$ cat config.mk
export PLATFORM = sky130hd
export DESIGN_NAME = ps2_key_encoder
export DESIGN_NICKNAME = d
export VERILOG_FILES = /design/src/rtl/ps2_pkg.sv /design/src/rtl/ps2_rx_serial.sv /design/src/rtl/ps2_key_encoder.sv
export SDC_FILE = /design/constraint.sdc
export NUM_CORES = 1
export LEC_CHECK = 0
export CELL_PAD_IN_SITES_DETAIL_PLACEMENT = 1
export CELL_PAD_IN_SITES_GLOBAL_PLACEMENT = 2
export CORE_UTILIZATION = 40
export CTS_CLUSTER_DIAMETER = 200
export DETAILED_ROUTE_END_ITERATION = 8
export PLACE_DENSITY = 0.86
export SLEW_MARGIN = 5
export SYNTH_ARGS = -nofsm -noshare
export SYNTH_HDL_FRONTEND = slang
export SYNTH_SLANG_ARGS = --single-unit
$ cat constraint.sdc
create_clock -name clk_sys -period 2.4 [get_ports clk_sys]
set_clock_uncertainty 0.05 [all_clocks]
set_input_delay 0.48 -clock clk_sys [delete_from_list [all_inputs] [get_ports clk_sys]]
set_output_delay 0.48 -clock clk_sys [all_outputs]
set_load 0.01 [all_outputs]
$ cat src/rtl/ps2_pkg.sv
// ps2_pkg: shared constants for the PS/2 keyboard receiver and key encoder.
//   - Prefix byte values (extended, break, pause).
//   - Bytes that carry no key information when no prefix is pending.
//   - Bit positions inside the 11-bit ps2_key event word.
package ps2_pkg;

  localparam logic [7:0] PS2_EXT   = 8'hE0;
  localparam logic [7:0] PS2_BRK   = 8'hF0;
  localparam logic [7:0] PS2_PAUSE = 8'hE1;

  localparam int unsigned NUM_IGNORE = 6;
  // BAT-ok, ack, resend, echo, and the two error/overrun codes.
  localparam logic [7:0] IGNORE_CODES [NUM_IGNORE] = '{
    8'hAA, 8'hFA, 8'hFE, 8'hEE, 8'h00, 8'hFF
  };

  localparam int unsigned KEY_TOGGLE  = 10;
  localparam int unsigned KEY_PRESSED = 9;
  localparam int unsigned KEY_EXT     = 8;

  function automatic logic is_ignore_code(input logic [7:0] code);
    logic hit;
    hit = 1'b0;
    for (int i = 0; i < NUM_IGNORE; i++) begin
      if (code == IGNORE_CODES[i]) hit = 1'b1;
    end
    return hit;
  endfunction

endpackage

$ cat src/rtl/ps2_rx_serial.sv
// ps2_rx_serial: PS/2 line receiver.
//   clk_sys    : system clock, rising edge.
//   reset_n    : asynchronous active-low reset.
//   ps2_clk_in : raw PS/2 clock (asynchronous).
//   ps2_dat_in : raw PS/2 data (asynchronous).
//   byte_stb   : one-cycle strobe, byte_data holds a correctly framed byte.
//   byte_data  : last received data byte.
//   frame_err  : one-cycle pulse on bad start, parity or stop bit.
//   prefix_clr : one-cycle pulse telling the byte layer to drop pending prefixes
//                (parity/stop error or partial-frame timeout).
module ps2_rx_serial #(
  parameter int unsigned FILTER_LEN = 8,
  parameter int unsigned TIMEOUT    = 48000
) (
  input  logic       clk_sys,
  input  logic       reset_n,
  input  logic       ps2_clk_in,
  input  logic       ps2_dat_in,
  output logic       byte_stb,
  output logic [7:0] byte_data,
  output logic       frame_err,
  output logic       prefix_clr
);

  localparam int unsigned FCW = $clog2(FILTER_LEN + 1);
  localparam int unsigned TCW = $clog2(TIMEOUT + 1);

  logic [1:0]     clk_sync_q, dat_sync_q;
  logic           filt_q, filt_d;
  logic [FCW-1:0] filt_cnt_q, filt_cnt_d;
  logic [3:0]     bit_cnt_q, bit_cnt_d;
  logic [7:0]     shift_q, shift_d;
  logic           par_q, par_d;
  logic [TCW-1:0] to_cnt_q, to_cnt_d;
  logic           stb_q, stb_d;
  logic           err_q, err_d;
  logic           clr_q, clr_d;
  logic           fall;
  logic           dat;

  assign dat = dat_sync_q[1];

  // Glitch filter: the filtered level follows the synchronized clock only after
  // FILTER_LEN consecutive samples disagree with it.
  always_comb begin
    filt_d     = filt_q;
    filt_cnt_d = '0;
    if (clk_sync_q[1] != filt_q) begin
      if (filt_cnt_q == FCW'(FILTER_LEN - 1)) begin
        filt_d = ~filt_q;
      end else begin
        filt_cnt_d = filt_cnt_q + 1'b1;
      end
    end
  end

  assign fall = filt_q & ~filt_d;

  // Frame deserializer; par_q accumulates XOR of data and parity, so a good
  // frame leaves it at 1 (odd parity).
  always_comb begin
    bit_cnt_d = bit_cnt_q;
    shift_d   = shift_q;
    par_d     = par_q;
    to_cnt_d  = to_cnt_q;
    stb_d     = 1'b0;
    err_d     = 1'b0;
    clr_d     = 1'b0;
    if (fall) begin
      to_cnt_d = '0;
      case (bit_cnt_q)
        4'd0: begin
          if (dat) begin
            err_d = 1'b1;
          end else begin
            bit_cnt_d = 4'd1;
            par_d     = 1'b0;
          end
        end
        4'd9: begin
          par_d     = par_q ^ dat;
          bit_cnt_d = 4'd10;
        end
        4'd10: begin
          bit_cnt_d = 4'd0;
          if (dat && par_q) begin
            stb_d = 1'b1;
          end else begin
            err_d = 1'b1;
            clr_d = 1'b1;
          end
        end
        default: begin
          shift_d   = {dat, shift_q[7:1]};
          par_d     = par_q ^ dat;
          bit_cnt_d = bit_cnt_q + 4'd1;
        end
      endcase
    end else if (bit_cnt_q != 4'd0) begin
      // Only a partial frame can time out; an edge in the same cycle wins above.
      if (to_cnt_q == TCW'(TIMEOUT - 1)) begin
        bit_cnt_d = 4'd0;
        to_cnt_d  = '0;
        clr_d     = 1'b1;
      end else begin
        to_cnt_d = to_cnt_q + 1'b1;
      end
    end else begin
      to_cnt_d = '0;
    end
  end

  always_ff @(posedge clk_sys or negedge reset_n) begin
    if (!reset_n) begin
      clk_sync_q <= 2'b11;
      dat_sync_q <= 2'b11;
      filt_q     <= 1'b1;
      filt_cnt_q <= '0;
      bit_cnt_q  <= 4'd0;
      shift_q    <= 8'h00;
      par_q      <= 1'b0;
      to_cnt_q   <= '0;
      stb_q      <= 1'b0;
      err_q      <= 1'b0;
      clr_q      <= 1'b0;
    end else begin
      clk_sync_q <= {clk_sync_q[0], ps2_clk_in};
      dat_sync_q <= {dat_sync_q[0], ps2_dat_in};
      filt_q     <= filt_d;
      filt_cnt_q <= filt_cnt_d;
      bit_cnt_q  <= bit_cnt_d;
      shift_q    <= shift_d;
      par_q      <= par_d;
      to_cnt_q   <= to_cnt_d;
      stb_q      <= stb_d;
      err_q      <= err_d;
      clr_q      <= clr_d;
    end
  end

  assign byte_stb   = stb_q;
  assign byte_data  = shift_q;
  assign frame_err  = err_q;
  assign prefix_clr = clr_q;

endmodule

$ cat src/rtl/ps2_key_encoder.sv
// ps2_key_encoder: turns a raw PS/2 keyboard stream into toggle-flagged events.
//   clk_sys    : system clock, rising edge.
//   reset_n    : asynchronous active-low reset.
//   ps2_clk_in : raw PS/2 clock (asynchronous).
//   ps2_dat_in : raw PS/2 data (asynchronous).
//   ps2_key    : [10] toggles per event, [9] pressed, [8] extended, [7:0] code.
//   frame_err  : one-cycle pulse on a malformed frame.
module ps2_key_encoder
  import ps2_pkg::*;
#(
  parameter int unsigned FILTER_LEN = 8,
  parameter int unsigned TIMEOUT    = 48000
) (
  input  logic        clk_sys,
  input  logic        reset_n,
  input  logic        ps2_clk_in,
  input  logic        ps2_dat_in,
  output logic [10:0] ps2_key,
  output logic        frame_err
);

  logic        byte_stb;
  logic [7:0]  byte_data;
  logic        prefix_clr;

  logic        ext_q, ext_d;
  logic        brk_q, brk_d;
  logic [2:0]  skip_q, skip_d;
  logic [10:0] key_q, key_d;

  ps2_rx_serial #(
    .FILTER_LEN (FILTER_LEN),
    .TIMEOUT    (TIMEOUT)
  ) u_rx (
    .clk_sys    (clk_sys),
    .reset_n    (reset_n),
    .ps2_clk_in (ps2_clk_in),
    .ps2_dat_in (ps2_dat_in),
    .byte_stb   (byte_stb),
    .byte_data  (byte_data),
    .frame_err  (frame_err),
    .prefix_clr (prefix_clr)
  );

  always_comb begin
    ext_d  = ext_q;
    brk_d  = brk_q;
    skip_d = skip_q;
    key_d  = key_q;
    if (prefix_clr) begin
      ext_d = 1'b0;
      brk_d = 1'b0;
    end else if (byte_stb) begin
      if (skip_q != 3'd0) begin
        skip_d = skip_q - 3'd1;
      end else if (byte_data == PS2_PAUSE) begin
        // Pause is E1 followed by seven more bytes that carry no key event.
        skip_d = 3'd7;
      end else if (byte_data == PS2_EXT) begin
        ext_d = 1'b1;
      end else if (byte_data == PS2_BRK) begin
        brk_d = 1'b1;
      end else if (!ext_q && !brk_q && is_ignore_code(byte_data)) begin
        // Keyboard housekeeping reply, not a key.
      end else begin
        key_d[KEY_TOGGLE]  = ~key_q[KEY_TOGGLE];
        key_d[KEY_PRESSED] = ~brk_q;
        key_d[KEY_EXT]     = ext_q;
        key_d[7:0]         = byte_data;
        ext_d              = 1'b0;
        brk_d              = 1'b0;
      end
    end
  end

  always_ff @(posedge clk_sys or negedge reset_n) begin
    if (!reset_n) begin
      ext_q  <= 1'b0;
      brk_q  <= 1'b0;
      skip_q <= 3'd0;
      key_q  <= 11'h000;
    end else begin
      ext_q  <= ext_d;
      brk_q  <= brk_d;
      skip_q <= skip_d;
      key_q  <= key_d;
    end
  end

  assign ps2_key = key_q;

endmodule

# Word-level counts from Yosys, hierarchy flattened
# Index checks and enable logic that the tools add are counted.
[classes]
add_sub_neg = 4
mul = 0
div_mod_pow = 0
n_lt_le_gt_ge = 0
eq_ne = 21
n_shift = 0
muxes = 52
n_bitwise = 14
n_reduce_logical = 21
[ops]
columns = ["operator", "count"]
rows = [
  ["8-bit == test (second input constant)", 8],
  ["16-bit two-way mux", 3],
  ["1-bit two-way mux", 38],
  ["4-bit two-way mux", 6],
  ["16-bit by 1-bit adder with 16-bit output (second input constant)", 1],
  ["16-bit == test (second input constant)", 1],
  ["1-bit inverter", 12],
  ["4-bit one-hot mux with 3 select lines", 1],
  ["5-bit AND reduction", 2],
  ["3-bit by 2-bit inequality test with 1-bit output (second input constant)", 3],
  ["3-bit AND reduction", 3],
  ["4-bit by 1-bit adder with 4-bit output (second input constant)", 2],
  ["4-bit == test (second input constant)", 2],
  ["8-bit logical NOT", 1],
  ["2-bit nonzero test", 4],
  ["7-bit AND reduction", 1],
  ["3-bit two-way mux", 2],
  ["2-bit by 1-bit inequality test with 1-bit output (second input constant)", 3],
  ["4-bit by 3-bit == test with 1-bit output (second input constant)", 1],
  ["4-bit logical NOT", 1],
  ["1-bit one-hot mux with 2 select lines", 2],
  ["4-bit nonzero test", 1],
  ["1-bit logical AND", 3],
  ["3-bit inequality test (second input constant)", 1],
  ["other kinds (9)", 10],
]
[word_totals]
regBits = 57
latch_bits = 0
ram_bits = 0
mem_bits_ro = 0
out_inout_bits = 12
memories = 0

# Depth between registers and ports, before layout
[logic_depth]
word_depth = 21
ltp_mapped = 7
mapped_depth_nobuf = 6

# Cells and area by module
# From an unflattened synthesis, not the netlist that was laid out.
[hier_totals]
cells_unflattened = 285
area_unflattened_um2 = 2917.8
[by_module_without_submodules]
columns = ["module", "instances", "cells_per_inst", "area_per_inst_um2", "seq_area_each_um2"]
rows = [
  ["ps2_rx_serial", 1, 177, 1926.8, 1032.2],
  ["ps2_key_encoder", 1, 108, 991.0, 400.4],
]

# Worst setup path after synthesis
# OpenSTA, ideal clock, no wires.
[synth_path]
path_type = "reg-to-reg"
from = "register u_rx.to_cnt_q[0]"
to = "register u_rx.bit_cnt_q[0]"
setup_time_ps = 122
arrival_time_ps = 1737
required_time_ps = 2228
path_slack_ps = 492
path_stages_with_launch = 6
synth_period_minus_slack_ps = 1908
cell_sequence = "dfrtp_1 ha_1 nand3_1 or3_4 or3_4 a32o_1"
[synth_via]
elab_chain_cells = 3
[synth_lines]
columns = ["element", "line", "source"]
rows = [
  ["from (decl)", "ps2_rx_serial.sv:34", "logic [TCW-1:0] to_cnt_q, to_cnt_d;"],
  ["from (signal assigned)", "ps2_rx_serial.sv:134", "to_cnt_q <= to_cnt_d;"],
  ["16-bit == test", "ps2_rx_serial.sv:101", "if (to_cnt_q == TCW'(TIMEOUT - 1)) begin"],
  ["2-bit nonzero test (no line)", "-", ""],
  ["3-bit AND reduction (no line)", "-", ""],
  ["to (signal assigned)", "ps2_rx_serial.sv:131", "bit_cnt_q <= bit_cnt_d;"],
  ["to (decl)", "ps2_rx_serial.sv:31", "logic [3:0] bit_cnt_q, bit_cnt_d;"],
]
# No other way between the ends.
# A chain may end at the register's enable or synchronous reset.

# Worst setup path in the final report
[layout_path]
from = "register u_rx.shift_q[4] (netlist: u_rx.byte_data[4])"
to = "register key_q[6] (netlist: ps2_key[6])"
[layout_via]
elab_chain_cells = 16
[layout_lines]
columns = ["element", "line", "source"]
rows = [
  ["from (decl)", "ps2_rx_serial.sv:32", "logic [7:0] shift_q, shift_d;"],
  ["from (signal assigned)", "ps2_rx_serial.sv:132", "shift_q <= shift_d;"],
  ["8-bit == test", "ps2_pkg.sv:25", "if (code == IGNORE_CODES[i]) hit = 1'b1;"],
  ["1-bit two-way mux (6 in series)", "ps2_pkg.sv:25", ""],
  ["1-bit two-way mux", "ps2_key_encoder.sv:61", "end else if (byte_data == PS2_BRK) begin"],
  ["1-bit two-way mux", "ps2_key_encoder.sv:59", "end else if (byte_data == PS2_EXT) begin"],
  ["1-bit two-way mux", "ps2_key_encoder.sv:56", "end else if (byte_data == PS2_PAUSE) begin"],
  ["1-bit two-way mux", "ps2_key_encoder.sv:54", "if (skip_q != 3'd0) begin"],
  ["1-bit two-way mux", "ps2_key_encoder.sv:53", "end else if (byte_stb) begin"],
  ["1-bit two-way mux", "ps2_key_encoder.sv:50", "if (prefix_clr) begin"],
  ["1-bit logical AND", "ps2_key_encoder.sv:63", "end else if (!ext_q && !brk_q && is_ignore_code(byte_data)) begin"],
  ["1-bit inverter (no line)", "-", ""],
  ["7-bit AND reduction (no line) (*)", "-", ""],
  ["to (signal assigned)", "ps2_key_encoder.sv:86", "key_q <= key_d;"],
  ["to (decl)", "ps2_key_encoder.sv:29", "logic [10:0] key_q, key_d;"],
]
# Every way passes the cells marked *; elsewhere a longest branch is shown, timed or not. The select of a mux whose other input is x is not followed.

==> flow_metrics.env <==
export IMPL_status="finished clean"
export IMPL_post_cts_repair_setup_buffers=0
export IMPL_dp_cells=339
export IMPL_ios=16
export IMPL_hp_class="in -> async"
export IMPL_cts_htree_levels=3
export IMPL_post_synth_top_count_cell="dfrtp_1"
export IMPL_cts_clk_slew_worst_paths_ns=0.07
export IMPL_drv_cap=0
export IMPL_drive_gt1_share_pct=19.1
export IMPL_portBuffers=15
export IMPL_worst_r2r_startpoint="u_rx.byte_data[4]"
export IMPL_syn_area_per_cell_sq_um=11.0
export IMPL_die_w_um=85.2
export IMPL_first_global_vias=2059
export IMPL_clock_sink_count=57
export IMPL_cp_end_kind="flop"
export IMPL_slowest_delay_ns=0.51
export IMPL_rsz0062_at_grt="false"
export IMPL_fillers=721
export IMPL_ir_drop_v=0.000383
export IMPL_core_area_sq_um=6530
export IMPL_first_iter_violations=90
export IMPL_post_route_util_pct=49.1
export IMPL_yosys_warnings=0
export IMPL_hold_buffers=0
export IMPL_final_setup_viol_count=0
export IMPL_clk_latency_ns=0.34
export IMPL_crit_required_ns=2.58
export IMPL_fin_area_sq_um=3210
export IMPL_vias_per_cell=5.41
export IMPL_synth_flop_cell="dfrtp_1"
export IMPL_synth_cell_area_sq_um=2770
export IMPL_dp_slack_ns=0.324
export IMPL_dr_pass1_iters=4
export IMPL_drv_slew=0
export IMPL_cp_max_fo=12
export IMPL_clockBufferDepth=2
export IMPL_rrSetupSlack_ns=0.34
export IMPL_cts_made_buffers=9
export IMPL_crit_chain="nor4_1 -> nand2_1 -> o221ai_4 -> mux2_2"
export IMPL_grt_pass1_wl_mm=9.76
export IMPL_nets=286
export IMPL_die_h_um=85.2
export IMPL_synth_commonest_cells="dfrtp_1, nor2_1, mux2_2"
export IMPL_grt_usage_pct=17.7
export IMPL_fin_crit_ns=2.06
export IMPL_antenna_found_initial=0
export IMPL_place_area_sq_um=3000
export IMPL_worst_pin_slew_ns=0.720
export IMPL_fin_tns_setup_ns=0
export IMPL_grt_max_degree=58
export IMPL_critPathSlowestCell="dfrtp_1"
export IMPL_yosysTopAreaCell="dfrtp_1"
export IMPL_final_cells=355
export IMPL_vias=1921
export IMPL_synthTopCellsByArea="dfrtp_1, mux2_2, dfstp_2, xnor2_1, ha_1"
export IMPL_synth_top_cell_area_share_pct=47.0
export IMPL_seq_area_frac_synth_pct=51.7
export IMPL_p_leak_nw=1.35
export IMPL_timing_final_ws_setup_ns=0.336
export IMPL_reg2reg_to="ps2_key[6]"
export IMPL_initial_utilization_pct=42.4
export IMPL_ys_types=44
export IMPL_critPathBufInv=0
export IMPL_synth_edf_count=0
export IMPL_crit_type="reg -> reg"
export IMPL_cts_tree="done"
export IMPL_cts_resized=0
export IMPL_whs_ns=0.207
export IMPL_finalPower_mw=2.04
export IMPL_globalplace_congestion=0.737
export IMPL_pwr_density_cell_nw_per_um2=636
export IMPL_async_flop_share_pct=100
export IMPL_grt_overflow=0
export IMPL_cts_root_buf="clkbuf_8"
export IMPL_path_delay_family="simple AND/OR/NAND/NOR gates"
export IMPL_ant_nets=0
export IMPL_fmaxAchievable_ghz=0.484
export IMPL_reg2reg_depth=4
export IMPL_wl_mm=5.45
export IMPL_hold_violations=0
export IMPL_min_period_over_period_pct=86.0
export IMPL_wl_per_cell_um=15.3
export IMPL_cp_arrival_ns=2.24
export IMPL_dp_final_hpwl_mm=3.82
export IMPL_ys_ff_latch=57
export IMPL_crit_path_start_kind="flop"
export IMPL_syn_to_final_growth_pct=15.9
export IMPL_synth_cells=251
export IMPL_synth_nets=264
export IMPL_antennaDiodeCount=0
export IMPL_num_rows=29
export IMPL_drc=0
export IMPL_die_area_sq_um=7260
export IMPL_slew_headroom_pct=52.0
-- cell usage in the layout, fill, tap and decap left out, types with 3 or more instances in the layout --
cell type and n:
nor4_1 7, nand3_1 8, o21ai_0 10, clkinvlp_4 3, dfstp_2 5, nand2_1 16
clkbuf_8 11, nor3_1 9, mux2_2 18, nand4_1 5, nor2_1 25, clkdlybuf4s50_1 14
nor3b_1 3, xnor2_1 15, a21oi_1 6, dfrtp_1 52, inv_1 14, nor2b_1 4
mux2i_1 3, ha_1 9
-- area by class of cell --
| class | instances | area [sq um] | area share [%] |
|---|---|---|---|
| Timing Repair Buffer | 17 | 160 | 4.99 |
| Sequential cell | 57 | 1430 | 44.6 |
| Multi-Input combinational cell | 174 | 1260 | 39.3 |
| Tap cell | 77 | 96.3 | 3.00 |
| Clock inverter | 4 | 52.6 | 1.64 |
| Inverter | 14 | 52.6 | 1.64 |
| Clock buffer | 12 | 155 | 4.83 |
-- flip-flops by register name, summed over array words and instances, names as in the netlist, 2 cells and up --
signal           cells
u_rx.clk_sync_q      2
u_rx.bit_cnt_q       4
ps2_key             11
u_rx.to_cnt_q       16
u_rx.dat_sync_q      2
skip_q               3
u_rx.filt_cnt_q      4
u_rx.byte_data       8
-- where the power goes --
part | internal (mW) | total [mW] | switching (mW)
clock network | 0.536 | 0.923 | 0.387
logic | 0.0414 | 0.0962 | 0.0548
registers | 1.00 | 1.02 | 0.0231
total | 1.58 | 2.04 | 0.465
-- kinds of logic after synthesis --
| group | Yosys count | synth area share, % |
|---|---|---|
| AO/OA/AOI/OAI | 35 | 10.0 |
| XOR/XNOR | 17 | 5.38 |
| AND/OR/NAND/NOR | 92 | 17.6 |
| adder cells (fa/ha/maj) | 9 | 4.07 |
| multiplexers | 21 | 8.40 |
| flip-flops | 57 | 51.7 |
| buffers and inverters | 20 | 2.80 |
-- routing by layer --
metal / GRT usage [%] / vias to the layer above / wire length [um]
met5: 0 / - / 0
met4: 10.6 / 0 / 139
met3: 4.18 / 13 / 122
met2: 27.9 / 22 / 2570
met1: 22.2 / 956 / 2610
li1: - / 930 / -
-- how the worst max path moves through the flow --
| stage | startpoint | to | slack, ns | depth (start not counted) |
|---|---|---|---|---|
| 2_1_floorplan | u_rx.to_cnt_q[0] | u_rx.bit_cnt_q[0] | 0.49 | 5 |
| 3_3_place_gp | u_rx.byte_data[4] | ps2_key[3] | 0.39 | 4 |
| 3_5_place_dp | u_rx.byte_data[4] | ps2_key[2] | 0.32 | 4 |
| 4_1_cts | u_rx.byte_data[4] | ps2_key[2] | 0.33 | 4 |
| 5_1_grt | u_rx.byte_data[4] | ps2_key[7] | 0.11 | 4 |
| 6_report | u_rx.byte_data[4] | ps2_key[6] | 0.34 | 4 |
(Power assumes the default switching activity.)
